$ cat src/rtl/maze_grid_pkg.sv
// -----------------------------------------------------------------------------
// maze_grid_pkg
// Shared types and constants for the maze grid tracker:
//   cell_state_t    - 2-bit per-cell state stored in the grid
//   pkt_kind_t      - 2-bit packet command code
//   tracker_state_t - control FSM state (IDLE / SWEEP)
//   COLOR_*         - 8-bit RRRGGGBB colours used by the renderer
//   cell_color()    - maps a cell state to its tile colour
// -----------------------------------------------------------------------------
package maze_grid_pkg;

    typedef enum logic [1:0] {
        CELL_UNVISITED = 2'd0,
        CELL_VISITED   = 2'd1,
        CELL_CURRENT   = 2'd2,
        CELL_FUTURE    = 2'd3
    } cell_state_t;

    typedef enum logic [1:0] {
        KIND_MOVE        = 2'd0,
        KIND_MARK_FUTURE = 2'd1,
        KIND_CLEAR_ALL   = 2'd2,
        KIND_RESERVED    = 2'd3
    } pkt_kind_t;

    typedef enum logic {
        ST_IDLE  = 1'b0,
        ST_SWEEP = 1'b1
    } tracker_state_t;

    localparam logic [7:0] COLOR_UNVISITED = 8'hE0;
    localparam logic [7:0] COLOR_VISITED   = 8'h03;
    localparam logic [7:0] COLOR_CURRENT   = 8'h1C;
    localparam logic [7:0] COLOR_FUTURE    = 8'hFC;
    localparam logic [7:0] COLOR_BG        = 8'h00;
    localparam logic [7:0] COLOR_BORDER    = 8'hFF;

    function automatic logic [7:0] cell_color(input cell_state_t s);
        logic [7:0] c;
        case (s)
            CELL_UNVISITED: c = COLOR_UNVISITED;
            CELL_VISITED:   c = COLOR_VISITED;
            CELL_CURRENT:   c = COLOR_CURRENT;
            CELL_FUTURE:    c = COLOR_FUTURE;
            default:        c = COLOR_BG;
        endcase
        return c;
    endfunction

endpackage

$ cat src/rtl/maze_tile_locator.sv
// -----------------------------------------------------------------------------
// maze_tile_locator
// Purely combinational pixel-to-tile mapper. Row/column are found with a
// compare chain against tile multiples, so no divider is needed.
// Optional feature macro: MAZE_GRID_BORDER_EN (drives on_border; otherwise 0).
// Ports:
//   pixel_x, pixel_y (in, 10)  - VGA coordinate
//   row   (out, ROW_W)         - tile row (clamped to ROWS-1 outside the grid)
//   col   (out, COL_W)         - tile column (clamped to COLS-1 outside the grid)
//   in_grid   (out, 1)         - coordinate lies inside the tiled area
//   on_border (out, 1)         - in-grid pixel on a tile's first row/column
// -----------------------------------------------------------------------------
module maze_tile_locator #(
    parameter int ROWS    = 4,
    parameter int COLS    = 5,
    parameter int TILE_PX = 50,
    localparam int ROW_W  = $clog2(ROWS),
    localparam int COL_W  = $clog2(COLS)
) (
    input  logic [9:0]       pixel_x,
    input  logic [9:0]       pixel_y,
    output logic [ROW_W-1:0] row,
    output logic [COL_W-1:0] col,
    output logic             in_grid,
    output logic             on_border
);

    // Compare chain: the last tile multiple not exceeding the coordinate wins.
    always_comb begin
        row = {ROW_W{1'b0}};
        col = {COL_W{1'b0}};
        for (int k = 1; k < ROWS; k++) begin
            row = (pixel_y >= 10'(k * TILE_PX)) ? ROW_W'(k) : row;
        end
        for (int k = 1; k < COLS; k++) begin
            col = (pixel_x >= 10'(k * TILE_PX)) ? COL_W'(k) : col;
        end
        in_grid = (pixel_x < 10'(COLS * TILE_PX)) && (pixel_y < 10'(ROWS * TILE_PX));
    end

`ifdef MAZE_GRID_BORDER_EN
    // A pixel sits on a border when either coordinate equals a tile multiple.
    always_comb begin
        logic on_x;
        logic on_y;
        on_x = 1'b0;
        on_y = 1'b0;
        for (int k = 0; k < COLS; k++) begin
            on_x = on_x | (pixel_x == 10'(k * TILE_PX));
        end
        for (int k = 0; k < ROWS; k++) begin
            on_y = on_y | (pixel_y == 10'(k * TILE_PX));
        end
        on_border = in_grid && (on_x || on_y);
    end
`else
    assign on_border = 1'b0;
`endif

endmodule

$ cat src/rtl/maze_grid_tracker.sv
// -----------------------------------------------------------------------------
// maze_grid_tracker
// Maze-state store and tile renderer. Accepts MOVE / MARK_FUTURE / CLEAR_ALL
// packets over a valid/ready handshake, keeps a ROWS x COLS grid of 2-bit cell
// states, tracks the robot cell and renders a registered RRRGGGBB colour for
// each VGA coordinate (1-cycle latency). CLEAR_ALL runs a one-cell-per-cycle
// row-major sweep during which PKT_READY is low.
// Optional feature macro: MAZE_GRID_BORDER_EN (white tile borders).
// Ports:
//   CLOCK, RESET (sync, active high)
//   PKT_VALID/PKT_READY, PKT_KIND[1:0], PKT_ROW, PKT_COL - packet interface
//   PIXEL_X/PIXEL_Y[9:0] in, PIXEL_COLOR[7:0] out      - render interface
//   CUR_VALID, CUR_ROW, CUR_COL                        - robot position
//   VISITED_COUNT                                      - cells VISITED/CURRENT
// -----------------------------------------------------------------------------
module maze_grid_tracker
    import maze_grid_pkg::*;
#(
    parameter int ROWS    = 4,
    parameter int COLS    = 5,
    parameter int TILE_PX = 50,
    localparam int ROW_W  = $clog2(ROWS),
    localparam int COL_W  = $clog2(COLS),
    localparam int CNT_W  = $clog2(ROWS * COLS + 1)
) (
    input  logic             CLOCK,
    input  logic             RESET,
    input  logic             PKT_VALID,
    output logic             PKT_READY,
    input  logic [1:0]       PKT_KIND,
    input  logic [ROW_W-1:0] PKT_ROW,
    input  logic [COL_W-1:0] PKT_COL,
    input  logic [9:0]       PIXEL_X,
    input  logic [9:0]       PIXEL_Y,
    output logic [7:0]       PIXEL_COLOR,
    output logic             CUR_VALID,
    output logic [ROW_W-1:0] CUR_ROW,
    output logic [COL_W-1:0] CUR_COL,
    output logic [CNT_W-1:0] VISITED_COUNT
);

    localparam logic [CNT_W-1:0] CNT_MAX = CNT_W'(ROWS * COLS);

    tracker_state_t   state_r, state_s;
    cell_state_t      grid_r [ROWS][COLS];
    logic             cur_valid_r;
    logic [ROW_W-1:0] cur_row_r, sweep_row_r, tgt_row_s, pix_row_s;
    logic [COL_W-1:0] cur_col_r, sweep_col_r, tgt_col_s, pix_col_s;
    logic [CNT_W-1:0] count_r;
    logic [7:0]       color_r;
    logic             accept_s, in_range_s, sweep_last_s, same_cell_s;
    logic             in_grid_s, on_border_s;
    pkt_kind_t        kind_s;
    cell_state_t      tgt_state_s;

    maze_tile_locator #(.ROWS(ROWS), .COLS(COLS), .TILE_PX(TILE_PX)) u_locator (
        .pixel_x   (PIXEL_X),
        .pixel_y   (PIXEL_Y),
        .row       (pix_row_s),
        .col       (pix_col_s),
        .in_grid   (in_grid_s),
        .on_border (on_border_s)
    );

    // Packet decode; out-of-range targets are redirected to (0,0) so the grid
    // read stays in bounds, and in_range_s suppresses any effect.
    always_comb begin
        accept_s     = PKT_VALID && (state_r == ST_IDLE);
        kind_s       = pkt_kind_t'(PKT_KIND);
        in_range_s   = (32'(PKT_ROW) < 32'(ROWS)) && (32'(PKT_COL) < 32'(COLS));
        sweep_last_s = (sweep_row_r == ROW_W'(ROWS - 1)) && (sweep_col_r == COL_W'(COLS - 1));
        if (in_range_s) begin
            tgt_row_s = PKT_ROW;
            tgt_col_s = PKT_COL;
        end else begin
            tgt_row_s = {ROW_W{1'b0}};
            tgt_col_s = {COL_W{1'b0}};
        end
        tgt_state_s = grid_r[tgt_row_s][tgt_col_s];
        same_cell_s = (cur_row_r == tgt_row_s) && (cur_col_r == tgt_col_s);
    end

    // FSM state register.
    always_ff @(posedge CLOCK) begin
        if (RESET) begin
            state_r <= ST_IDLE;
        end else begin
            state_r <= state_s;
        end
    end

    // FSM next state: a valid in-range CLEAR_ALL starts the sweep, the final
    // cell write ends it.
    always_comb begin
        state_s = state_r;
        case (state_r)
            ST_IDLE: begin
                if (accept_s && in_range_s && (kind_s == KIND_CLEAR_ALL)) begin
                    state_s = ST_SWEEP;
                end else begin
                    state_s = ST_IDLE;
                end
            end
            ST_SWEEP: begin
                if (sweep_last_s) begin
                    state_s = ST_IDLE;
                end else begin
                    state_s = ST_SWEEP;
                end
            end
            default: state_s = ST_IDLE;
        endcase
    end

    // Grid, robot position, visited counter and sweep cursor.
    always_ff @(posedge CLOCK) begin
        if (RESET) begin
            for (int r = 0; r < ROWS; r++) begin
                for (int c = 0; c < COLS; c++) begin
                    grid_r[r][c] <= CELL_UNVISITED;
                end
            end
            cur_valid_r <= 1'b0;
            cur_row_r   <= {ROW_W{1'b0}};
            cur_col_r   <= {COL_W{1'b0}};
            count_r     <= {CNT_W{1'b0}};
            sweep_row_r <= {ROW_W{1'b0}};
            sweep_col_r <= {COL_W{1'b0}};
        end else if (state_r == ST_SWEEP) begin
            grid_r[sweep_row_r][sweep_col_r] <= CELL_UNVISITED;
            if (sweep_col_r == COL_W'(COLS - 1)) begin
                sweep_col_r <= {COL_W{1'b0}};
                sweep_row_r <= sweep_row_r + ROW_W'(1);
            end else begin
                sweep_col_r <= sweep_col_r + COL_W'(1);
            end
        end else if (accept_s && in_range_s) begin
            case (kind_s)
                KIND_MOVE: begin
                    if (!(cur_valid_r && same_cell_s)) begin
                        if (cur_valid_r) begin
                            grid_r[cur_row_r][cur_col_r] <= CELL_VISITED;
                        end
                        grid_r[tgt_row_s][tgt_col_s] <= CELL_CURRENT;
                        cur_row_r   <= tgt_row_s;
                        cur_col_r   <= tgt_col_s;
                        cur_valid_r <= 1'b1;
                        // Re-entering a VISITED cell does not add to the count.
                        if (((tgt_state_s == CELL_UNVISITED) || (tgt_state_s == CELL_FUTURE))
                            && (count_r != CNT_MAX)) begin
                            count_r <= count_r + CNT_W'(1);
                        end
                    end
                end
                KIND_MARK_FUTURE: begin
                    if (tgt_state_s == CELL_UNVISITED) begin
                        grid_r[tgt_row_s][tgt_col_s] <= CELL_FUTURE;
                    end
                end
                KIND_CLEAR_ALL: begin
                    cur_valid_r <= 1'b0;
                    count_r     <= {CNT_W{1'b0}};
                    sweep_row_r <= {ROW_W{1'b0}};
                    sweep_col_r <= {COL_W{1'b0}};
                end
                default: begin
                end
            endcase
        end
    end

    // Registered pixel colour; border (when enabled) overrides the cell colour.
    always_ff @(posedge CLOCK) begin
        if (RESET) begin
            color_r <= COLOR_BG;
        end else if (!in_grid_s) begin
            color_r <= COLOR_BG;
        end else if (on_border_s) begin
            color_r <= COLOR_BORDER;
        end else begin
            color_r <= cell_color(grid_r[pix_row_s][pix_col_s]);
        end
    end

    assign PKT_READY     = (state_r == ST_IDLE);
    assign PIXEL_COLOR   = color_r;
    assign CUR_VALID     = cur_valid_r;
    assign CUR_ROW       = cur_row_r;
    assign CUR_COL       = cur_col_r;
    assign VISITED_COUNT = count_r;

endmodule
$ cat config.mk
export PLATFORM = sky130hd
export DESIGN_NAME = maze_grid_tracker
export DESIGN_NICKNAME = d
export VERILOG_FILES = /design/src/rtl/maze_grid_pkg.sv /design/src/rtl/maze_tile_locator.sv /design/src/rtl/maze_grid_tracker.sv
export SDC_FILE = /design/constraint.sdc
export NUM_CORES = 1
export LEC_CHECK = 0
export ABC_AREA = 1
export BUFFER_PORTS_ARGS = -buffer_cell sky130_fd_sc_hd__buf_2
export CORE_ASPECT_RATIO = 0.6
export CORE_UTILIZATION = 40
export CTS_CLUSTER_DIAMETER = 60
export CTS_CLUSTER_SIZE = 10
export DETAILED_ROUTE_END_ITERATION = 6
export PLACE_DENSITY = 0.61
export SYNTH_ARGS = -nofsm -noshare
export SYNTH_HDL_FRONTEND = slang
export SYNTH_SLANG_ARGS = --single-unit
$ cat constraint.sdc
create_clock -name CLOCK -period 6.12 [get_ports CLOCK]
set_clock_uncertainty 0.05 [all_clocks]
set_input_delay 0.306 -clock CLOCK [delete_from_list [all_inputs] [get_ports CLOCK]]
set_output_delay 0.306 -clock CLOCK [all_outputs]
set_load 0.005 [all_outputs]
==> results.sh, run 1 <==
export IMPL_outcome="finished with violations"
export IMPL_violations="design-rule violations"
export IMPL_fin_ws_ns=2.413
export IMPL_gp_congestion=0.9088
export IMPL_ir_drop_mv=0.1505
export IMPL_clk_latency_ns=0.34
export IMPL_ys_seq_area_share_pct=31.90
export IMPL_die_y_um=83.18
export IMPL_vias_per_cell=5.617
export IMPL_rows=29
export IMPL_rsz0062_at_grt="false"
export IMPL_synth_edff_count=20
export IMPL_worst_setup_path_end_kind="flip-flop"
export IMPL_p_leak_nw=2.240
export IMPL_drive_gt1_share_pct=13.64
export IMPL_fin_tns_setup_ns=0
export IMPL_syn_inst=679
export IMPL_vias=4859
export IMPL_drc=10
export IMPL_grt_pass1_wl_mm=22.57
export IMPL_crit_arrival_ns=3.71
export IMPL_drt_wl_total_mm=14.08
export IMPL_num_antenna_cells=0
export IMPL_avgSynthCellArea_sq_um=6.470
export IMPL_ctsHoldBuffers=0
export IMPL_overflow=0
export IMPL_cts_resized=0
export IMPL_synth_top_family_by_area="simple AND/OR/NAND/NOR gates"
export IMPL_drv_slew=0
export IMPL_n_fill_cell=1093
export IMPL_placed_area_sq_um=4735
export IMPL_ios=50
export IMPL_dr_pass1_iters=7
export IMPL_synth_compound_area_share_pct=12.90
export IMPL_synth_xor_area_share_pct=0.5981
export IMPL_synthSimpleGateAreaFrac_pct=43.24
export IMPL_finalNonFillerCells=865
export IMPL_whs_ns=0.2887
export IMPL_netlist_area_sq_um=4393
export IMPL_fmax_mhz=269.7
export IMPL_synthFlopType="dfxtp_1"
export IMPL_syn2layout_area_growth_pct=15.01
export IMPL_synth_seq_cells=60
export IMPL_syn_num_nets=718
export IMPL_period_minus_slack_ns=3.707
export IMPL_cp_max_fo=17
export IMPL_p_per_area_nw_per_um2=223.6
export IMPL_hold_viol=0
export IMPL_post_route_period_util_pct=60.58
export IMPL_wl_per_cell_um=16.28
export IMPL_cts_buffers=9
export IMPL_synth_fa_ha_area_share_pct=2.563
export IMPL_cts_setup_buffers=0
export IMPL_portBuffers=47
export IMPL_grt_max_degree=44
export IMPL_postLayoutCoreUtil_pct=47.52
export IMPL_die_w_um=137.3
export IMPL_p_total_mw=1.130
export IMPL_drtIter0Drc=665
export IMPL_grt_util_all_layers_pct=26.05
export IMPL_root_buffer="clkbuf_16"
export IMPL_relSlewSlack_pct=46.54
export IMPL_grt_pass1_vias=4330
export IMPL_final_area_sq_um=5052
export IMPL_clockBufferDepth=2
export IMPL_cts_clk_slew_worst_paths_ns=0.06
export IMPL_yosysWarnings=0
export IMPL_startpoint_type="primary input"
export IMPL_fin_nets=760
export IMPL_dp_slack_ns=2.132
export IMPL_worst_pin_slew_ns=0.7918
export IMPL_synth_distinct_cells=41
export IMPL_die_area_sq_um=11420
export IMPL_cts_tree="built"
export IMPL_h_tree_depth=3
export IMPL_start_util_pct=41.32
export IMPL_setup_violations=0
export IMPL_postSynth_asyncResetShare_pct=0
export IMPL_cts_sinks=60
export IMPL_hp_class="in2reg"
export IMPL_drv_cap=0
export IMPL_worst_ep_required_time_ns=6.12
export IMPL_antenna_found_initial=0
export IMPL_fp_coreArea_sq_um=10630
export IMPL_dp_cells=849
export IMPL_ant_nets=0
export IMPL_worst_setup_path_type="in2reg"
export IMPL_dp_hpwl_mm=10.59
export IMPL_muxShareOfSynthArea_pct=0
[state kept, by name, indices dropped and copies added, names as in the netlist]
signal and count:
PIXEL_COLOR 3, VISITED_COUNT 5, CUR_ROW 2, CUR_VALID 1
state_r 1, sweep_row_r 2, CUR_COL 3, grid_r 40
sweep_col_r 3
[power breakdown]
group / switching [mW] / internal (mW) / leakage, nW
combinational: 0.109 / 0.0481 / 1.55
sequential: 0.00754 / 0.420 / 0.529
clock: 0.185 / 0.360 / 0.156
total: 0.301 / 0.828 / 2.24
[worst max-delay path: stages]
cell	delay (ns)
buf_2	0.15
o21ai_4	0.27
nand2_1	0.17
nand2_1	0.20
clkinv_1	0.50
a22oi_1	0.37
nand2_1	0.10
nand2_1	0.07
nand3_1	0.10
nor2_1	0.12
ha_1	0.17
nand2_1	0.06
nor2_1	0.09
nand2_1	0.17
nor2_1	0.36
inv_1	0.07
nand2_1	0.20
nand2_1	0.11
nand3_1	0.11
[cell usage in the layout (no fill, tap or decap), types with 12 or more instances in the layout]
master and n:
a21oi_1 24, dfxtp_1 40, inv_1 73, edfxtp_1 20
o21ai_0 16, nor3_1 12, nand2_2 12, nor2_1 58
nand3_1 111, buf_2 47, nand2_1 183, o21ai_1 29
[synth_stat cells (5+ instances only)]
cell type / n / area [sq um]
nand2_1: 183 / 686.9
o21ai_0: 16 / 80.08
o22ai_1: 9 / 56.30
nand3b_1: 7 / 52.55
dfxtp_1: 40 / 800.8
edfxtp_1: 20 / 600.6
nand2_2: 12 / 75.07
nand3_1: 111 / 555.5
ha_1: 9 / 112.6
buf_4: 5 / 37.54
inv_1: 73 / 274.0
nand4_1: 9 / 56.30
a21oi_1: 24 / 120.1
nor2_2: 6 / 37.54
clkbuf_1: 11 / 41.29
nor2_1: 58 / 217.7
nor3_1: 12 / 60.06
a211oi_1: 6 / 45.04
o21ai_1: 29 / 145.1
[routing by layer]
layer	global-route usage (%)	wire length [um]	vias to the layer above
met2	32.69	5503	232
li1	-	-	2361
met1	40.53	6738	2243
met5	0	0	-
met4	7.792	189	0
met3	8.608	1649	23
[cell type report]
class | count | area, sq um | share of cell area [%]
clock buffers | 15 | 287.8 | 5.696
clock inverters | 1 | 30.03 | 0.5944
inverters | 77 | 289.0 | 5.721
multi-input cells | 522 | 2605 | 51.56
flip-flops and latches | 60 | 1401 | 27.74
well taps | 139 | 173.9 | 3.442
repair buffers | 51 | 265.3 | 5.250
[worst paths after layout]
check	from	to	slack, ns	cells past startpoint
worst min-delay path	PKT_ROW[0]	CUR_ROW[0]$_SDFFE_PP0P_	0.29	3
worst min register to register	grid_r[2][1]$_DFF_P_	grid_r[2][1]$_DFF_P_	0.44	2
worst max-delay path	PKT_COL[1]	grid_r[3][0]$_DFFE_PP_	2.41	19
worst max register to register	grid_r[1][8]$_DFFE_PP_	grid_r[3][0]$_DFFE_PP_	3.34	14
[logic make-up (layout without fill, tap and decap cells)]
| group | after synthesis | in the layout |
|---|---|---|
| and+or+nand+nor | 412 | 412 |
| AOI/OAI and AO/OA | 98 | 98 |
| buffers and inverters | 97 | 144 |
| DFF | 60 | 60 |
| adders and majority gates | 9 | 9 |
| xor gates and xnor gates | 3 | 3 |
Power figures use the tool's default switching activity.
==> run 2: changes to the inputs <==
clock period = 3.7 ns   (was 6.12 ns; I/O delays follow)
==> results.sh, run 2 (synthesis gave the netlist of run 1 again) <==
export IMPL_vias=4796
export IMPL_cts_resized=0
export IMPL_hold_viol=0
export IMPL_crit_arrival_ns=3.24
export IMPL_cts_setup_buffers=0
export IMPL_cp_max_fo=6
export IMPL_die_w_um=137.3
export IMPL_die_area_sq_um=11420
export IMPL_drc=0
export IMPL_cp_cell_sequence="buf_2 > o21ai_4 > nand2_2 > nor2_1 > inv_1 > o21ai_0 > nor3_1 > nor3_1 > nor2_1 > ha_1 > a41oi_1 > nor3_1 > nor2_1 > nand2_1 > buf_4 > a21oi_1 > nor3_1"
export IMPL_period_minus_slack_ns=3.076
export IMPL_h_tree_depth=3
export IMPL_cp_buffers_inverters=3
export IMPL_antenna_found_initial=0
export IMPL_portBuffers=47
export IMPL_top_register="grid_r"
export IMPL_fmax_mhz=325.1
export IMPL_startpoint_type="primary input"
export IMPL_post_route_period_util_pct=83.12
export IMPL_cts_tree="built"
export IMPL_syn2layout_area_growth_pct=17.06
export IMPL_outcome="finished, final reports clean"
export IMPL_relSlewSlack_pct=51.36
export IMPL_drtIter0Drc=603
export IMPL_clockBufferDepth=2
export IMPL_fin_tns_setup_ns=0
export IMPL_n_fill_cell=1109
export IMPL_vias_per_cell=5.469
export IMPL_drv_slew=0
export IMPL_gp_congestion=0.9768
export IMPL_cts_buffers=9
export IMPL_wl_per_cell_um=15.69
export IMPL_worst_setup_path_end_kind="flip-flop"
export IMPL_cp_slowest_cell="nor2_1"
export IMPL_cts_sinks=60
export IMPL_multiInputGateArea_sq_um=2605
export IMPL_seqCellArea_sq_um=1401
export IMPL_final_common_cell="nand2_1"
export IMPL_ir_drop_mv=0.2090
export IMPL_largest_reg_flops=40
export IMPL_ios=50
export IMPL_grt_pass1_wl_mm=21.98
export IMPL_grt_pass1_vias=4289
export IMPL_timing_critical_path_mode_cell="nor3_1"
export IMPL_ctsHoldBuffers=0
export IMPL_critPathMaxStageDelay_ns=0.40
export IMPL_drv_cap=0
export IMPL_drive_gt1_share_pct=15.04
export IMPL_ant_nets=0
export IMPL_fp_coreArea_sq_um=10630
export IMPL_setup_violations=0
export IMPL_start_util_pct=41.32
export IMPL_worst_pin_slew_ns=0.7204
export IMPL_dr_pass1_iters=6
export IMPL_fin_nets=772
export IMPL_final_cell_mix="183 x nand2_1, 111 x nand3_1, 73 x inv_1, 58 x nor2_1, 47 x buf_2"
export IMPL_worst_ep_required_time_ns=3.86
export IMPL_cts_clk_slew_worst_paths_ns=0.05
export IMPL_drt_wl_total_mm=13.76
export IMPL_rsz0062_at_grt="false"
export IMPL_dp_hpwl_mm=10.72
export IMPL_root_buffer="clkbuf_16"
export IMPL_clk_latency_ns=0.34
export IMPL_num_antenna_cells=0
export IMPL_worst_setup_path_type="in2reg"
export IMPL_dp_cells=861
export IMPL_p_leak_nw=2.295
export IMPL_p_per_area_nw_per_um2=364.8
export IMPL_rows=29
export IMPL_overflow=0
export IMPL_finalNonFillerCells=877
export IMPL_grt_max_degree=44
export IMPL_hp_class="in2reg"
export IMPL_die_y_um=83.18
export IMPL_cp_top_family="simple AND/OR/NAND/NOR gates"
export IMPL_grt_util_all_layers_pct=25.48
## run 2: worst paths after layout
path	from	endpoint	slack (ns)	cells after the start
worst min-delay path	PKT_ROW[0]	CUR_ROW[0]$_SDFFE_PP0P_	0.18	3
worst min register to register	grid_r[2][1]$_DFF_P_	grid_r[2][1]$_DFF_P_	0.42	2
worst max register to register	grid_r[0][0]$_DFFE_PP_	grid_r[0][0]$_DFFE_PP_	1.20	14
worst max-delay path	PKT_COL[1]	VISITED_COUNT[1]$_SDFFE_PP0P_	0.62	17
## run 2: layout make-up
class	count	share of cell area (%)
multi-input combinational	522	50.66
clock inverter	6	1.727
inverter	77	5.620
tap	139	3.382
timing repair buffer	63	6.910
sequential	60	27.25
clock buffer	10	4.453
## run 2: layer usage
| layer | global-route usage, % | wire, um | vias to the layer above |
|---|---|---|---|
| li1 | - | - | 2379 |
| met1 | 39.14 | 6664 | 2176 |
| met2 | 32.42 | 5315 | 224 |
| met3 | 8.608 | 1610 | 17 |
| met4 | 7.692 | 171 | 0 |
| met5 | 0 | 0 | - |
## run 2: power by group
| group | switching (mW) | internal, mW | total (mW) |
|---|---|---|---|
| registers | 0.0135 | 0.695 | 0.709 |
| logic | 0.179 | 0.0857 | 0.264 |
| clock network | 0.314 | 0.589 | 0.903 |
| total | 0.506 | 1.37 | 1.88 |
## run 2: stage by stage
stage	worst slack [ns]	instance area (sq um)	util (%)	total power [mW]	hold WS [ns]
after floorplan	1.059	4393	-	0.8895	0.2135
after global placement	0.4526	4825	45.38	0.9759	0.4153
after detailed placement	0.3923	4825	45.38	0.9795	0.4236
after CTS	0.7327	5142	48.37	1.889	0.1631
after global routing	0.3073	5142	48.37	1.943	0.2010
final	0.6244	5142	48.37	1.876	0.1834
## run 2: worst reg2reg max path: cells and delay by family, from the launching register on
family	cells	cell delay, ns
simple gates	9	1.11
fa+ha+maj	1	0.18
flops	1	0.46
compound gates	3	0.37
buf+inv	1	0.05
